==> src/rtl/regfile_wr_arbiter.sv <==
// Write-port arbiter for the VDP 4x16 regfile: two requesters, round-robin with
// burst ownership, a beat cap and an idle-hold timeout; refreshes rd when idle.
module regfile_wr_arbiter #(
    parameter int MAX_BURST    = 4,
    parameter int HOLD_TIMEOUT = 8
) (
    input  logic        clk_i,
    input  logic        rst_i,
    input  logic        req0_valid_i,
    input  logic [1:0]  req0_rd_i,
    input  logic [15:0] req0_data_i,
    input  logic        req0_last_i,
    output logic        req0_ready_o,
    input  logic        req1_valid_i,
    input  logic [1:0]  req1_rd_i,
    input  logic [15:0] req1_data_i,
    input  logic        req1_last_i,
    output logic        req1_ready_o,
    input  logic [15:0] r0_i,
    input  logic [15:0] r1_i,
    input  logic [15:0] r2_i,
    input  logic [15:0] r3_i,
    output logic [1:0]  rd_o,
    output logic [15:0] result_o,
    output logic        wr_strobe_o,
    output logic [1:0]  grant_o
);

    localparam int BW = $clog2(MAX_BURST + 1);
    localparam int HW = $clog2(HOLD_TIMEOUT + 1);

    // State encoding doubles as the one-hot grant output.
    typedef enum logic [1:0] {
        IDLE = 2'b00,
        OWN0 = 2'b01,
        OWN1 = 2'b10
    } state_t;

    state_t         state_q, state_d;
    logic           lru_q, lru_d;
    logic [BW-1:0]  beat_q, beat_d;
    logic [HW-1:0]  hold_q, hold_d;
    logic [1:0]     rd_q;
    logic [15:0]    data_q;
    logic           strobe_q;

    logic           sel;
    logic           rdy0, rdy1;
    logic           accept;
    logic           sel_valid;
    logic           sel_last;
    logic [1:0]     sel_rd;
    logic [15:0]    sel_data;

    always_comb begin
        sel  = 1'b0;
        rdy0 = 1'b0;
        rdy1 = 1'b0;
        case (state_q)
            IDLE: begin
                if (req0_valid_i || req1_valid_i) begin
                    // lru_q names the requester granted last; the other wins a tie.
                    sel  = (req0_valid_i && req1_valid_i) ? ~lru_q : req1_valid_i;
                    rdy0 = ~sel;
                    rdy1 = sel;
                end
            end
            OWN0: begin
                sel  = 1'b0;
                rdy0 = 1'b1;
            end
            OWN1: begin
                sel  = 1'b1;
                rdy1 = 1'b1;
            end
            default: begin
                sel = 1'b0;
            end
        endcase
        if (rst_i) begin
            rdy0 = 1'b0;
            rdy1 = 1'b0;
        end
    end

    assign sel_valid = sel ? req1_valid_i : req0_valid_i;
    assign sel_last  = sel ? req1_last_i  : req0_last_i;
    assign sel_rd    = sel ? req1_rd_i    : req0_rd_i;
    assign sel_data  = sel ? req1_data_i  : req0_data_i;
    assign accept    = (rdy0 && req0_valid_i) || (rdy1 && req1_valid_i);

    always_comb begin
        state_d = state_q;
        lru_d   = lru_q;
        beat_d  = beat_q;
        hold_d  = hold_q;
        case (state_q)
            IDLE: begin
                if (accept) begin
                    if (sel_last || MAX_BURST == 1) begin
                        lru_d = sel;
                    end else begin
                        state_d = sel ? OWN1 : OWN0;
                        beat_d  = BW'(1);
                        hold_d  = '0;
                    end
                end
            end
            OWN0, OWN1: begin
                if (accept) begin
                    beat_d = beat_q + BW'(1);
                    hold_d = '0;
                    if (sel_last || beat_q == BW'(MAX_BURST - 1)) begin
                        state_d = IDLE;
                        lru_d   = sel;
                        beat_d  = '0;
                    end
                end else if (!sel_valid) begin
                    hold_d = hold_q + HW'(1);
                    if (hold_q == HW'(HOLD_TIMEOUT - 1)) begin
                        state_d = IDLE;
                        lru_d   = sel;
                        beat_d  = '0;
                        hold_d  = '0;
                    end
                end
            end
            default: begin
                state_d = IDLE;
            end
        endcase
    end

    always_ff @(posedge clk_i) begin
        if (rst_i) begin
            state_q  <= IDLE;
            lru_q    <= 1'b1;
            beat_q   <= '0;
            hold_q   <= '0;
            rd_q     <= 2'd0;
            data_q   <= 16'd0;
            strobe_q <= 1'b0;
        end else begin
            state_q <= state_d;
            lru_q   <= lru_d;
            beat_q  <= beat_d;
            hold_q  <= hold_d;
            if (accept) begin
                rd_q     <= sel_rd;
                data_q   <= sel_data;
                strobe_q <= 1'b1;
            end else begin
                strobe_q <= 1'b0;
            end
        end
    end

    // Reset masks a beat registered just before it, so the regfile only sees an r0 refresh.
    assign rd_o        = rst_i ? 2'd0 : rd_q;
    assign wr_strobe_o = strobe_q && !rst_i;

    always_comb begin
        result_o = r0_i;
        if (wr_strobe_o) begin
            result_o = data_q;
        end else begin
            case (rd_o)
                2'd0:    result_o = r0_i;
                2'd1:    result_o = r1_i;
                2'd2:    result_o = r2_i;
                default: result_o = r3_i;
            endcase
        end
    end

    assign req0_ready_o = rdy0;
    assign req1_ready_o = rdy1;
    assign grant_o      = state_q;

endmodule
==> config.mk <==
export PLATFORM = sky130hd
export DESIGN_NAME = regfile_wr_arbiter
export DESIGN_NICKNAME = d
export VERILOG_FILES = /design/src/rtl/regfile_wr_arbiter.sv
export SDC_FILE = /design/constraint.sdc
export NUM_CORES = 1
export LEC_CHECK = 0
export ABC_AREA = 1
export CORE_ASPECT_RATIO = 0.7
export CORE_UTILIZATION = 35
export CTS_BUF_LIST = sky130_fd_sc_hd__clkbuf_8
export CTS_CLUSTER_SIZE = 12
export DETAILED_ROUTE_END_ITERATION = 7
export PLACE_DENSITY = 0.84
export SLEW_MARGIN = 0
export SYNTH_ARGS = -nofsm -noshare
export SYNTH_HDL_FRONTEND = slang
export SYNTH_SLANG_ARGS = --single-unit
==> constraint.sdc <==
create_clock -name clk_i -period 1.8 [get_ports clk_i]
set_clock_uncertainty 0.2 [all_clocks]
set_input_delay 0.18 -clock clk_i [delete_from_list [all_inputs] [get_ports clk_i]]
set_output_delay 0.18 -clock clk_i [all_outputs]
set_load 0.05 [all_outputs]
==> results.py <==
metrics = {
    "status": {
        "status": "finished with violations",
        "violations": "setup timing",
    },
    "floorplan": {
        "die_x_microns": 95.9,
        "start_util": 0.370,
        "coreArea_sq_mm": 0.00584,
        "die_y_microns": 67.8,
        "io_pins": 129,
        "die-area_sq_mm": 0.00650,
        "rows": 23,
    },
    "clocking": {
        "cts.sinks": 29,
        "cts.clk_slew.worst_paths_ps": 70,
        "cts_root_buf": "clkbuf_8",
        "ctsHoldBuffers": 0,
        "clk_latency_ps": 300,
        "cts_tree": "done",
        "cts.htree.levels": 2,
        "cts_made_buffers": 5,
        "cts_max_path_buffers": 2,
    },
    "cells_and_area": {
        "drive_above_1_share": 0.452,
        "syn_to_final_growth_pct": 145,
        "diodes": 0,
        "instances_no_fill": 606,
        "nets": 642,
    },
    "synthesis": {
        "syn_area_sq_mm": 0.00216,
        "yosysSeqAreaShare": 0.269,
        "synth_async_sr_flop_share": 0,
        "yosysTopAreaCell": "dfxtp_1",
        "yosys.cell_types.count": 31,
        "ys_warn_count": 0,
        "synthesis.nets": 461,
        "syn_area_per_cell_sq_um": 6.20,
        "synth.area.top_cells": "dfxtp_1 27%, nand2_1 20%, o21ai_0 9.5%",
        "synth_seq_cells": 29,
        "synth_edf_count": 0,
        "synth_top_area_frac": 0.269,
        "synthCells": 349,
        "synth_flop_cell": "dfxtp_1",
    },
    "detailed_routing": {
        "post-route-drc-count": 0,
        "antenna_left": 0,
        "wl_mm": 14.2,
        "routedWlPerCell_microns": 23.5,
        "viasPerCell": 6.08,
        "firstDrtPassIters": 5,
        "drt_iter0_markers": 433,
        "vias": 3682,
    },
    "setup_path": {
        "r2r_slack_ps": -300,
        "worstSetupPathType": "reg -> out",
        "required_ps": 1420,
        "crit_path_end_kind": "output pin",
        "reg2regPathDepth": 16,
        "reg2reg_from": "grant_o[0]",
        "critPathMaxFanout": 8,
        "start_kind": "flop",
        "r2r_end": "beat_q[0]",
        "arrival_ps": 1760,
    },
    "timing": {
        "fmax_mhz": 467,
        "period_share": 1.19,
        "slew_headroom": 0.778,
        "slew_viol_final": 0,
        "holdWs_ps": 254,
        "final.min_clock_period_ps": 2140,
        "layout_setup_ws_ps": -342,
        "rsz0062_at_grt": "yes",
        "setup_viol": 46,
        "hold_viol_final": 0,
        "worst_slew_pin_slew_ps": 331,
    },
    "hold_path": {
        "worstHoldPathType": "in -> reg",
        "worstHoldStart": "rst_i",
        "holdPathStages": 3,
        "holdPathEnd": "beat_q[2]",
    },
    "grt": {
        "grt_overflow": 0,
        "grt_max_degree": 20,
        "grt_pass1_vias": 3235,
        "grt.total_usage": 0.337,
        "grt_pass1_wl_mm": 16.1,
        "antenna_found_initial": 0,
    },
    "place": {
        "routabilityCongestion": 0.849,
        "hpwl_mm": 6.77,
        "placed_cells": 577,
        "numPortBuffers": 128,
    },
    "pwr": {
        "irDropWorstVdd_uv": 1020,
        "p_leak_nw": 2.20,
        "power_density_mw_per_mm2": 1640,
    },
    "flow_run": {
        "max_cap_viol_count": 0,
    },
}
metrics by stage:
| step | power (mW) | setup TNS (ps) | utilization | cell area, sq um | worst slack (ps) |
|---|---|---|---|---|---|
| 2_1_floorplan | 4.03 | -2780 | - | 2540 | -177 |
| 3_3_place_gp | 5.71 | -10650 | 0.740 | 4320 | -422 |
| 3_5_place_dp | 5.85 | -12130 | 0.740 | 4320 | -477 |
| 4_1_cts | 7.33 | -4360 | 0.841 | 4910 | -218 |
| 5_1_grt | 8.96 | -11460 | 0.906 | 5290 | -415 |
| 6_report | 8.70 | -9400 | 0.906 | 5290 | -342 |
logic make-up (layout without fill, tap and decap cells):
group | after synthesis | after routing | share of synthesized area
simple gates | 180 | 180 | 0.363
compound gates | 80 | 80 | 0.226
buf+inv | 52 | 234 | 0.0995
flops | 29 | 29 | 0.269
fa+ha+maj | 6 | 6 | 0.0347
xor+xnor | 2 | 2 | 0.00810
layout by cell type (no fill, tap or decap), types with 5 or more instances in the layout:
cell type	instances
nand3_1	5
dfxtp_1	25
nor2_4	6
buf_4	35
a31oi_1	7
nor2_1	23
o21ai_2	11
buf_6	23
clkdlybuf4s50_1	104
o21ai_4	19
inv_4	6
clkbuf_8	7
nand2_4	13
o21ai_1	9
inv_2	8
o211ai_1	9
inv_1	18
a221oi_4	11
a21oi_2	6
buf_12	23
nand3_2	9
nand2_1	75
nand2_2	31
report_power, final:
group / internal (mW) / switching, mW / total, mW
logic: 3.00 / 3.96 / 6.95
registers: 0.883 / 0.221 / 1.10
clock network: 0.346 / 0.296 / 0.642
registers in the layout, indices dropped and copies added (netlist names):
name,flops
hold_q,4
grant_o,2
rd_q,2
data_q,16
beat_q,3
lru_q,1
strobe_q,1
routing by layer:
layer / wire length [microns] / part of all wire / up-vias / global-route usage
met2: 6770 / 0.48 / 318 / 0.604
li1: - / - / 1530 / -
met5: 0 / 0 / - / 0
met1: 5000 / 0.35 / 1711 / 0.363
met4: 1090 / 0.076 / 0 / 0.185
met3: 1380 / 0.097 / 123 / 0.0957
how the worst max path moves through the flow:
stage | start | to | slack, ps | cells past startpoint
floorplan | rst_i | result_o[0] | -180 | 11
global placement | rst_i | result_o[6] | -420 | 10
detailed placement | rst_i | result_o[8] | -480 | 11
CTS | rd_q[0] | result_o[6] | -220 | 8
global route | rd_q[1] | result_o[2] | -420 | 8
finish | rd_q[1] | result_o[4] | -340 | 8
what timing repair did:
| item | CTS | global route |
|---|---|---|
| pin swaps | 41 | 35 |
| setup endpoints to repair | 40 | 46 |
| setup buffers | 16 | 5 |
| cloned | 0 | 3 |
| resized for setup | 105 | 85 |
cells in the mapped netlist (all sizes together), types with 4 or more instances:
cell type  instances
o21ai             42
nand4              4
nand3             18
a21oi              8
buf                9
o211ai             9
a31oi              7
nand2            122
ha                 6
inv               34
clkbuf             8
a221oi            11
dfxtp             29
nor2              34
critical path, stage by stage (launching register included):
cell     delay [ps]
dfxtp_4         390
nand2_4          70
nor2_4          270
buf_4           180
nand2_2          80
nand3_2         100
o21ai_2          80
o21ai_4         130
buf_6           170
layout make-up:
type / count / area [sq um]
multi-input cells: 268 / 2220
well taps: 75 / 93.8
inverters: 35 / 160
repair buffers: 191 / 2130
flip-flops and latches: 29 / 596
clock inverters: 1 / 5.00
clock buffers: 7 / 96.3
fillers: 226 / 548
No activity file was read; power rests on OpenSTA's default activity.
